## config.mk

```make
export PLATFORM = sky130hd
export DESIGN_NAME = axi_txn_throttle
export DESIGN_NICKNAME = d
export VERILOG_FILES = /design/src/rtl/axi_txn_throttle.sv
export SDC_FILE = /design/constraint.sdc
export NUM_CORES = 1
export LEC_CHECK = 0
export ABC_AREA = 1
export CORE_MARGIN = 3
export CORE_UTILIZATION = 40
export DETAILED_ROUTE_END_ITERATION = 6
export PLACE_DENSITY = 0.76
export SETUP_SLACK_MARGIN = 0.15
export SYNTH_ARGS = -nofsm -noshare
export SYNTH_HDL_FRONTEND = slang
export SYNTH_SLANG_ARGS = --single-unit
```

## constraint.sdc

```tcl
create_clock -name clk_i -period 2 [get_ports clk_i]
set_input_delay 0.5 -clock clk_i [delete_from_list [all_inputs] [get_ports clk_i]]
set_output_delay 0.5 -clock clk_i [all_outputs]
set_load 0.01 [all_outputs]
```

## src/rtl/axi_txn_throttle.sv

```systemverilog
`default_nettype none
// ============================================================================
// Module      : axi_txn_throttle
// Description : Caps outstanding AXI write and read transactions independently
//               and provides a quiesce handshake (block new issue, drain, ack).
//               Only the AW/AR valid/ready pairs are gated, with no added
//               latency. B and R are observed only, to retire transactions.
//
// Ports       : clk_i, rst_ni          clock, async active-low reset
//               slv_aw_*, mst_aw_*      gated AW valid/ready pair
//               slv_ar_*, mst_ar_*      gated AR valid/ready pair
//               mst_b_valid/ready_i     observed write responses
//               mst_r_valid/ready/last  observed read data (last beat retires)
//               quiesce_req_i/ack_o     level request / drained acknowledge
//               wr/rd_outstanding_o     current outstanding counts
//               err_o                   sticky completion-underflow flag
// Revision    : 1.0 - initial release
// ============================================================================
module axi_txn_throttle #(
    parameter int MaxWrTxns = 4,
    parameter int MaxRdTxns = 4,
    localparam int c_max_txns = (MaxWrTxns > MaxRdTxns) ? MaxWrTxns : MaxRdTxns,
    localparam int CntWidth   = $clog2(c_max_txns + 1)
) (
    input  logic                clk_i,
    input  logic                rst_ni,
    input  logic                slv_aw_valid_i,
    output logic                slv_aw_ready_o,
    output logic                mst_aw_valid_o,
    input  logic                mst_aw_ready_i,
    input  logic                slv_ar_valid_i,
    output logic                slv_ar_ready_o,
    output logic                mst_ar_valid_o,
    input  logic                mst_ar_ready_i,
    input  logic                mst_b_valid_i,
    input  logic                mst_b_ready_i,
    input  logic                mst_r_valid_i,
    input  logic                mst_r_ready_i,
    input  logic                mst_r_last_i,
    input  logic                quiesce_req_i,
    output logic                quiesce_ack_o,
    output logic [CntWidth-1:0] wr_outstanding_o,
    output logic [CntWidth-1:0] rd_outstanding_o,
    output logic                err_o
);

    localparam logic [CntWidth-1:0] c_max_wr = CntWidth'(MaxWrTxns);
    localparam logic [CntWidth-1:0] c_max_rd = CntWidth'(MaxRdTxns);
    localparam logic [CntWidth-1:0] c_one    = CntWidth'(1);

    typedef enum logic [1:0] {
        ST_RUN      = 2'd0,
        ST_DRAIN    = 2'd1,
        ST_QUIESCED = 2'd2
    } state_t;

    state_t              r_state;
    logic                r_ack;
    logic                r_err;
    logic [CntWidth-1:0] r_wr_cnt;
    logic [CntWidth-1:0] r_rd_cnt;
    logic                r_aw_committed;
    logic                r_ar_committed;

    logic w_allow_aw;
    logic w_allow_ar;
    logic w_wr_issue;
    logic w_wr_cmpl;
    logic w_rd_issue;
    logic w_rd_cmpl;
    logic w_drained;

    // A request already shown downstream stays admitted regardless of state or
    // count so that valid is never retracted before its handshake.
    assign w_allow_aw = ((r_state == ST_RUN) && (r_wr_cnt < c_max_wr)) || r_aw_committed;
    assign w_allow_ar = ((r_state == ST_RUN) && (r_rd_cnt < c_max_rd)) || r_ar_committed;

    assign mst_aw_valid_o = slv_aw_valid_i & w_allow_aw;
    assign slv_aw_ready_o = mst_aw_ready_i & w_allow_aw;
    assign mst_ar_valid_o = slv_ar_valid_i & w_allow_ar;
    assign slv_ar_ready_o = mst_ar_ready_i & w_allow_ar;

    assign w_wr_issue = mst_aw_valid_o & mst_aw_ready_i;
    assign w_wr_cmpl  = mst_b_valid_i & mst_b_ready_i;
    assign w_rd_issue = mst_ar_valid_o & mst_ar_ready_i;
    assign w_rd_cmpl  = mst_r_valid_i & mst_r_ready_i & mst_r_last_i;

    assign w_drained = (r_wr_cnt == '0) && (r_rd_cnt == '0) &&
                       !r_aw_committed && !r_ar_committed;

    assign quiesce_ack_o    = r_ack;
    assign err_o            = r_err;
    assign wr_outstanding_o = r_wr_cnt;
    assign rd_outstanding_o = r_rd_cnt;

    always_ff @(posedge clk_i or negedge rst_ni) begin
        if (!rst_ni) begin
            r_state        <= ST_RUN;
            r_ack          <= 1'b0;
            r_err          <= 1'b0;
            r_wr_cnt       <= '0;
            r_rd_cnt       <= '0;
            r_aw_committed <= 1'b0;
            r_ar_committed <= 1'b0;
        end else begin
            // Set while presented but stalled; the handshake clears it.
            r_aw_committed <= mst_aw_valid_o & ~mst_aw_ready_i;
            r_ar_committed <= mst_ar_valid_o & ~mst_ar_ready_i;

            // Simultaneous issue and completion cancel out.
            if (w_wr_issue && !w_wr_cmpl) begin
                r_wr_cnt <= r_wr_cnt + c_one;
            end else if (w_wr_cmpl && !w_wr_issue) begin
                if (r_wr_cnt == '0) begin
                    r_err <= 1'b1;
                end else begin
                    r_wr_cnt <= r_wr_cnt - c_one;
                end
            end

            if (w_rd_issue && !w_rd_cmpl) begin
                r_rd_cnt <= r_rd_cnt + c_one;
            end else if (w_rd_cmpl && !w_rd_issue) begin
                if (r_rd_cnt == '0) begin
                    r_err <= 1'b1;
                end else begin
                    r_rd_cnt <= r_rd_cnt - c_one;
                end
            end

            // The ack flop follows the next state so it equals (state==QUIESCED).
            case (r_state)
                ST_RUN: begin
                    r_ack <= 1'b0;
                    if (quiesce_req_i) begin
                        r_state <= ST_DRAIN;
                    end
                end
                ST_DRAIN: begin
                    if (!quiesce_req_i) begin
                        r_state <= ST_RUN;
                        r_ack   <= 1'b0;
                    end else if (w_drained) begin
                        r_state <= ST_QUIESCED;
                        r_ack   <= 1'b1;
                    end else begin
                        r_ack   <= 1'b0;
                    end
                end
                ST_QUIESCED: begin
                    if (!quiesce_req_i) begin
                        r_state <= ST_RUN;
                        r_ack   <= 1'b0;
                    end else begin
                        r_ack   <= 1'b1;
                    end
                end
                default: begin
                    r_state <= ST_RUN;
                    r_ack   <= 1'b0;
                end
            endcase
        end
    end

endmodule
`default_nettype wire

```

---- Word-level counts from Yosys, hierarchy flattened ----
Index checks and enable logic that the tools add are counted.
operators by class
  add/subtract/negate cells ............... 4
  order comparisons ....................... 2
  eq/ne operators ......................... 7
  muxes and demuxes ....................... 21
  bitwise gates (word level) .............. 13
  reductions and logical operators ........ 25
operators with widths
  operator                                                number
  2-to-1 mux 3 bit                                        6
  AND 1 bit                                               11
  logical AND 1 bit                                       9
  2-to-1 mux 1 bit                                        9
  2-to-1 mux 2 bit                                        4
  adder 3 x 1 -> 3 bit (second input constant)            2
  zero test 1 bit                                         6
  zero test 3 bit                                         2
  < comparator 3 bit (second input constant)              2
  one-hot mux 2 bit (3 select lines)                      1
  subtractor 3 x 1 -> 3 bit (second input constant)       2
  inequality test 2 x 1 -> 1 bit (second input constant)  2
  inequality test 2 bit (second input constant)           2
  AND reduction 2 bit                                     2
  nonzero test 2 bit                                      2
  inequality test 3 bit (second input constant)           1
  AND reduction 3 bit                                     1
  equality test 2 x 1 -> 1 bit (second input constant)    1
  equality test 2 bit (second input constant)             1
  zero test 2 bit                                         1
  logical OR 1 bit                                        2
  NOT 1 bit                                               2
  one-hot mux 1 bit (2 select lines)                      1
storage, ports and cells
  register bits after elaboration ......... 12
  input bits .............................. 12
  output and inout bits ................... 12
  logic and storage cells ................. 79

---- Longest topological paths before layout ----
Gate-level depths: netlist (run 1).
  depth after elaboration ................. 12
  gate-level depth with buffers ........... 13
  mapped depth without buffers ............ 13

---- Worst setup path before layout (run 1) ----
No wires, ideal clock.
  path kind ............................... flip-flop to flip-flop
  start ................................... register r_state[0]
  end ..................................... register r_wr_cnt[2] (netlist: wr_outstanding_o[2])
  library setup time ...................... 117 ps
  data arrival time ....................... 1,995 ps
  required time ........................... 1,883 ps
  path slack .............................. -112 ps
  cell stages (with the launch flop) ...... 14
  path buffers ............................ 0
  clock period less this slack ............ 2,112 ps
  path through ............................ dfrtp_1 > inv_1 > ha_1 > a21oi_2 > inv_2 > nand2_1 > nor2_1 > ha_1 > inv_1 > fa_1 > xnor2_1 > nand3_1 > nand2_1 > nand2_1
between the ends
  longest elaborated chain between the ends .. 9
  elaborated cells on any way between the ends .. 12
  those cells by class .................... eq/ne: 1; mux: 1; bitwise: 2; reduce/logical: 8
ends and longest elaborated chain
  what                                  line  RTL
  start: declaration                    57    state_t r_state;
  start signal: assignment              98    r_state <= ST_RUN;
  start signal: assignment              136   r_state <= ST_DRAIN;
  start signal: assignment              141   r_state <= ST_RUN;
  zero test 2 bit *                     75    assign w_allow_aw = ((r_state == ST_RUN) && (r_wr_cnt < c_max_wr)) || r_aw_committed;
  logical AND 1 bit *                   75
  logical OR 1 bit *                    75
  AND 1 bit *                           78    assign mst_aw_valid_o = slv_aw_valid_i & w_allow_aw;
  AND 1 bit *                           83    assign w_wr_issue = mst_aw_valid_o & mst_aw_ready_i;
  zero test 1 bit                       113   end else if (w_wr_cmpl && !w_wr_issue) begin
  logical AND 1 bit                     113
  nonzero test 2 bit (no source line)   --
  AND reduction 2 bit (no source line)  --
  end signal: assignment                112   r_wr_cnt <= r_wr_cnt + c_one;
  end signal: assignment                117   r_wr_cnt <= r_wr_cnt - c_one;
  end: declaration                      60    logic [CntWidth-1:0] r_wr_cnt;
Every way passes the cells marked *; elsewhere a longest branch is shown, timed or not.
A chain may end at the register's enable or synchronous reset.

---- Final worst setup path (run 1) ----
  start ................................... register r_state[1]
  end ..................................... register r_rd_cnt[2] (netlist: rd_outstanding_o[2])
between the ends
  longest elaborated chain between the ends .. 9
  elaborated cells on any way between the ends .. 12
  those cells by class .................... eq/ne: 1; mux: 1; bitwise: 2; reduce/logical: 8
ends and longest elaborated chain
  what                                  line  RTL
  zero test 2 bit *                     76    assign w_allow_ar = ((r_state == ST_RUN) && (r_rd_cnt < c_max_rd)) || r_ar_committed;
  logical AND 1 bit *                   76
  logical OR 1 bit *                    76
  AND 1 bit *                           80    assign mst_ar_valid_o = slv_ar_valid_i & w_allow_ar;
  AND 1 bit *                           85    assign w_rd_issue = mst_ar_valid_o & mst_ar_ready_i;
  zero test 1 bit                       123   end else if (w_rd_cmpl && !w_rd_issue) begin
  logical AND 1 bit                     123
  nonzero test 2 bit (no source line)   --
  AND reduction 2 bit (no source line)  --
  end signal: assignment                122   r_rd_cnt <= r_rd_cnt + c_one;
  end signal: assignment                127   r_rd_cnt <= r_rd_cnt - c_one;
  end: declaration                      61    logic [CntWidth-1:0] r_rd_cnt;
Marked as above.

==> flow_metrics.env, run 1 <==
export IMPL_cp_start_kind="flop"
export IMPL_cts_tree="done"
export IMPL_crit_chain="inv_2, ha_4, a21oi_4, inv_2, nand2_2, nor2_4, ha_4, inv_2, fa_2, xnor2_2, nand3_1, nand2_1, nand2_1"
export IMPL_viasPerCell=4.70
export IMPL_clk_pin_slew_ns=0.08
export IMPL_clock_skew_ns=0.00272
export IMPL_grt_ovfl_total=0
export IMPL_wl_per_cell_um=11.8
export IMPL_syn_area_um2=820
export IMPL_ctsHoldBuffers=0
export IMPL_root_buffer="clkbuf_4"
export IMPL_endpoint="rd_outstanding_o[2]$_DFFE_PN0P_"
export IMPL_cp_required_ns=2.18
export IMPL_syn2layout_area_growth_pct=62.6
export IMPL_max_stage_delay_ns=0.39
export IMPL_slowest_stage="dfrtp_1"
export IMPL_status="completed"
export IMPL_reg2reg_to="rd_outstanding_o[2]$_DFFE_PN0P_"
export IMPL_nets=167
export IMPL_grt_max_degree=13
export IMPL_drt_iter0_drc=5
export IMPL_crit_type="flop to flop"
export IMPL_reg2reg_from="r_state[1]$_DFFE_PN0P_"
export IMPL_end_kind="flop"
export IMPL_diodes=0
export IMPL_synth_top_cell_by_area="dfrtp_1"
export IMPL_numPortBuffers=23
export IMPL_ys_ff_latch=12
export IMPL_vias=794
export IMPL_numCtsBuffers=3
export IMPL_hold_viol=0
export IMPL_crit_fanout=3
export IMPL_dieHeight_um=51.3
export IMPL_nFillCells=148
export IMPL_route_antenna_remaining_nets=0
export IMPL_clock_latency_ns=0.28
export IMPL_reg2reg_slack_ns=0.02
export IMPL_timing_setup_tns_ns=0
export IMPL_final_layout_size_suffix_gt1_share_pct=42.4
export IMPL_crit_top_cell="inv_2"
export IMPL_ys_types=18
export IMPL_critPathArrivalTime_ns=2.16
export IMPL_ys_top_cells_by_count="22 x nand2_1, 16 x inv_1, 12 x dfrtp_1"
export IMPL_ys_async_sr_fraction_pct=100
export IMPL_synthesis_area_per_instance_um2=8.11
export IMPL_grt_total_usage_pct=15.7
export IMPL_synth_edf_count=0
export IMPL_worstMarginPinSlew_ns=0.520
export IMPL_drv_cap=0
export IMPL_synth_most_common_cell="nand2_1"
export IMPL_hold_path_class="flop to flop"
export IMPL_drtPass1Iterations=4
export IMPL_globalplace_congestion=0.783
export IMPL_fp_dieArea_um2=2630
export IMPL_setup_viol=0
export IMPL_grt_antenna_before_repair=0
export IMPL_power_leakage_nw=0.663
export IMPL_drc=0
export IMPL_slew_headroom_pct=65.2
export IMPL_period_share_pct=99.2
export IMPL_synth_nets=123
export IMPL_clk_path_buf_depth=2
export IMPL_die_w_um=51.3
export IMPL_num_rows=15
export IMPL_rsz0062_at_grt="true"
export IMPL_fmax_ghz=0.504
export IMPL_initial_core_util_pct=45.0
export IMPL_wirelength_um=2000
export IMPL_final_util_pct=73.2
export IMPL_grt_pass1_vias=754
export IMPL_crit_start="r_state[1]$_DFFE_PN0P_"
export IMPL_power_density_nw_per_um2=1370
export IMPL_ys_top_cells_by_area="dfrtp_1 37%, ha_1 12%, nand2_1 10%"
export IMPL_synth_warnings=0
export IMPL_ys_seq_area_share_pct=36.6
export IMPL_slew_violations=0
export IMPL_synth_cells=101
export IMPL_synth_top_area_share_pct=36.6
export IMPL_r2r_cells=13
export IMPL_clkSinkCount=12
export IMPL_ios=24
export IMPL_htreeDepth=1
export IMPL_power_total_w=0.00182
export IMPL_hpwl_um=1490
export IMPL_synthFlopType="dfrtp_1"
export IMPL_ir_worst_vdd_uv=714
export IMPL_grt_pass1_wl_um=3040
export IMPL_finalCriticalPeriod_ns=1.98
export IMPL_coreArea_um2=1820
cells in the final DEF, fill, tap and decap left out, drive strengths merged:
cell type,count
nand3,10
clkbuf,5
nand3b,1
nor2,8
nor3,1
mux2i,1
nand4,1
nand2,27
buf,19
inv,23
clkdlybuf4s50,19
dfrtp,12
ha,8
fa,2
xnor2,4
a21oi,2
a21boi,1
worst min path at each step:
stage | start | end | slack [ns] | cells past startpoint
after floorplan | rst_ni | err_o$_DFF_PN0_ | 0.20 | 0
after global placement | err_o$_DFF_PN0_ | err_o$_DFF_PN0_ | 0.47 | 1
after detailed placement | err_o$_DFF_PN0_ | err_o$_DFF_PN0_ | 0.48 | 1
after CTS | err_o$_DFF_PN0_ | err_o$_DFF_PN0_ | 0.51 | 1
after global routing | err_o$_DFF_PN0_ | err_o$_DFF_PN0_ | 0.52 | 1
final | err_o$_DFF_PN0_ | err_o$_DFF_PN0_ | 0.51 | 1
flip-flops by register name, summed over array words and instances, names as in the netlist:
name	flops
rd_outstanding_o	3
wr_outstanding_o	3
r_state	2
err_o	1
quiesce_ack_o	1
r_ar_committed	1
r_aw_committed	1
layer usage:
layer | wire length [µm] | share of wire, % | up-vias | global-route usage (%)
met2 | 1080 | 54 | 21 | 28.5
li1 | - | - | 390 | -
met4 | 53 | 2.7 | 0 | 10.0
met3 | 47 | 2.4 | 6 | 2.04
met5 | 0 | 0 | - | 0
met1 | 818 | 41 | 377 | 17.0
power by group:
| part | internal (W) | total [W] | switching [W] |
|---|---|---|---|
| Clock | 0.000111 | 0.000198 | 0.0000869 |
| Combinational | 0.000599 | 0.00117 | 0.000567 |
| Sequential | 0.000341 | 0.000459 | 0.000118 |
| Total | 0.00105 | 0.00182 | 0.000772 |
metrics by stage:
stage	setup slack [ns]	hold WS (ns)	instances	area (µm²)
after floorplan	0.0119	0.204	101	858
after global placement	-0.259	0.471	159	1190
after detailed placement	-0.333	0.478	159	1190
after CTS	0.00207	0.505	167	1260
after global routing	-0.105	0.521	169	1330
final	0.0157	0.509	169	1330
cell families after synthesis:
| family | after synthesis | share of synthesized area, % |
|---|---|---|
| AND/OR/NAND/NOR | 48 | 27.6 |
| buffers and inverters | 23 | 10.5 |
| AO/OA/AOI/OAI | 3 | 2.60 |
| XOR/XNOR | 4 | 4.27 |
| adder cells (fa/ha/maj) | 10 | 17.1 |
| multiplexers | 1 | 1.22 |
| flip-flops | 12 | 36.6 |
critical path: cells and delay by family (launching register included):
family | cells | cell delay, ns
adders and majority gates | 3 | 0.67
DFF | 1 | 0.39
and+or+nand+nor | 5 | 0.41
buffers and inverters | 3 | 0.17
xor gates and xnor gates | 1 | 0.18
AOI/OAI and AO/OA | 1 | 0.07
timing repair:
item                                   4_1_cts  5_1_grt
resized for setup                           14       19
setup endpoints to repair                   10       10
pin swaps                                    4        8
endpoints found under the hold margin        0        0
buffers inserted                             4        2
final cells by class:
type	count	area, µm²	share of cell area [%]
inverters	23	86.3	6.48
flip-flops and latches	12	303	22.7
clock buffers	4	36.3	2.72
repair buffers	39	337	25.3
multi-input cells	66	539	40.5
well taps	25	31.3	2.35
No activity file was read; power rests on OpenSTA's default activity.
==> inputs of run 2 (changes only) <==
- SKIP_LAST_GASP: default -> 1
==> run 2 against run 1 <==
Net effect:
- setup slack is essentially flat
- via count stayed put
- global-route usage unchanged
- largest power group unchanged
- highest routed layer unchanged
- power shrank 1.0%
- critical path depth unchanged
- critical endpoint unchanged
- routed wire length down 1.2%
==> flow_metrics.env, run 2 (same netlist as run 1, synthesis figures left out) <==
export IMPL_status="completed"
export IMPL_timing_setup_tns_ns=0
export IMPL_syn2layout_area_growth_pct=62.0
export IMPL_viasPerCell=4.70
export IMPL_diodes=0
export IMPL_power_density_nw_per_um2=1360
export IMPL_worstMarginPinSlew_ns=0.517
export IMPL_cts_tree="done"
export IMPL_die_w_um=51.3
export IMPL_combPwrFrac_pct=63.7
export IMPL_drt_iter0_drc=4
export IMPL_power_total_w=0.00180
export IMPL_nets=167
export IMPL_drc=0
export IMPL_grt_pass1_wl_um=3040
export IMPL_finalCriticalPeriod_ns=1.98
export IMPL_ir_worst_vdd_uv=714
export IMPL_initial_core_util_pct=45.0
export IMPL_coreArea_um2=1820
export IMPL_reg2reg_slack_ns=0.02
export IMPL_grt_pass1_vias=754
export IMPL_cp_required_ns=2.18
export IMPL_ios=24
export IMPL_slew_headroom_pct=65.4
export IMPL_crit_fanout=3
export IMPL_clock_skew_ns=0.00339
export IMPL_grt_antenna_before_repair=0
export IMPL_fp_dieArea_um2=2630
export IMPL_dieHeight_um=51.3
export IMPL_drtPass1Iterations=4
export IMPL_clkSinkCount=12
export IMPL_final_layout_size_suffix_gt1_share_pct=41.7
export IMPL_globalplace_congestion=0.783
export IMPL_hold_path_class="flop to flop"
export IMPL_slew_violations=0
export IMPL_final_common_cell="nand2_1"
export IMPL_clock_latency_ns=0.28
export IMPL_critPathArrivalTime_ns=2.16
export IMPL_p_sw_share_pct=42.1
export IMPL_rsz0062_at_grt="true"
export IMPL_cp_start_kind="flop"
export IMPL_grt_total_usage_pct=15.7
export IMPL_numCtsBuffers=3
export IMPL_grt_max_degree=13
export IMPL_internal_power_w=0.00104
export IMPL_numPortBuffers=23
export IMPL_root_buffer="clkbuf_4"
export IMPL_power_leakage_nw=0.662
export IMPL_num_rows=15
export IMPL_setup_viol=0
export IMPL_period_share_pct=99.2
export IMPL_fmax_ghz=0.504
export IMPL_htreeDepth=1
export IMPL_hold_viol=0
export IMPL_route_antenna_remaining_nets=0
export IMPL_grt_ovfl_total=0
export IMPL_crit_type="flop to flop"
export IMPL_p_seq_share_pct=25.3
export IMPL_worst_hold_slack_ns=0.504
export IMPL_final_cell_mix="20 x nand2_1, 19 x clkdlybuf4s50_1, 16 x buf_4, 14 x inv_2"
export IMPL_clk_pin_slew_ns=0.08
export IMPL_vias=794
export IMPL_p_clk_share_pct=10.9
export IMPL_p_sw_w=0.000759
export IMPL_ctsHoldBuffers=0
export IMPL_wl_per_cell_um=11.7
export IMPL_drv_cap=0
export IMPL_end_kind="flop"
export IMPL_wirelength_um=1980
export IMPL_hpwl_um=1490
export IMPL_clk_path_buf_depth=2
==> run 2: per-stage QoR <==
stage / std cells / utilization [%] / area (µm²) / setup slack [ns]
after detailed placement: 159 / 65.6 / 1190 / -0.333
final: 169 / 72.9 / 1330 / 0.0161
after global placement: 159 / 65.6 / 1190 / -0.259
after global routing: 169 / 72.9 / 1330 / -0.105
after CTS: 167 / 69.3 / 1260 / 0.00207
after floorplan: 101 / - / 858 / 0.0119
==> run 2: worst paths after layout <==
kind / start / to / cells after the start
worst max-delay path: r_state[1]$_DFFE_PN0P_ / rd_outstanding_o[2]$_DFFE_PN0P_ / 13
min in group asynchronous: rst_ni / err_o$_DFF_PN0_ / 1
worst min-delay path: err_o$_DFF_PN0_ / err_o$_DFF_PN0_ / 1
max in group asynchronous: rst_ni / wr_outstanding_o[0]$_DFFE_PN0P_ / 1
worst max register to register: r_state[1]$_DFFE_PN0P_ / rd_outstanding_o[2]$_DFFE_PN0P_ / 13
worst min register to register: err_o$_DFF_PN0_ / err_o$_DFF_PN0_ / 1
==> run 2: layout make-up <==
class,count,area [µm²]
Timing Repair Buffer,39,337
Fill cell,149,493
Tap cell,25,31.3
Clock buffer,4,36.3
Inverter,23,86.3
Sequential cell,12,303
Multi-Input combinational cell,66,534
==> run 2: critical path, cell delays in order, from the launching register on <==
cell,delay (ns)
dfrtp_1,0.39
inv_2,0.08
ha_4,0.17
a21oi_4,0.07
inv_2,0.05
nand2_2,0.06
nor2_4,0.12
ha_4,0.15
inv_2,0.04
fa_2,0.35
xnor2_2,0.18
nand3_1,0.11
nand2_1,0.07
nand2_1,0.05
==> run 2: what timing repair did <==
item                       in CTS  in global routing
setup endpoints to repair      10                 10
gates resized for setup        14                 18
buffers inserted                4                  2
pin swaps                       4                  6
==> run 2: power by group through the flow <==
stage	Clock [W]	Sequential [W]	Combinational (W)
3_5_place_dp	0	0.000450	0.00102
4_1_cts	0.000194	0.000450	0.00105
3_3_place_gp	0	0.000445	0.000973
2_1_floorplan	0	0.000480	0.000554
5_1_grt	0.000209	0.000472	0.00127
6_report	0.000197	0.000457	0.00115
==> run 2: layer usage <==
metal  GRT usage, %  part of all wire (%)  up-vias
li1               -                     -      389
met4           10.0                   2.7        0
met5              0                     0        -
met3           2.04                   2.4        6
met1           17.0                    41      378
met2           28.5                    54       21
==> inputs of run 3 (changes only) <==
- HOLD_SLACK_MARGIN: default -> 0.06
==> results of run 3 <==
Final layout, timing and power as in run 2 (identical DEF).
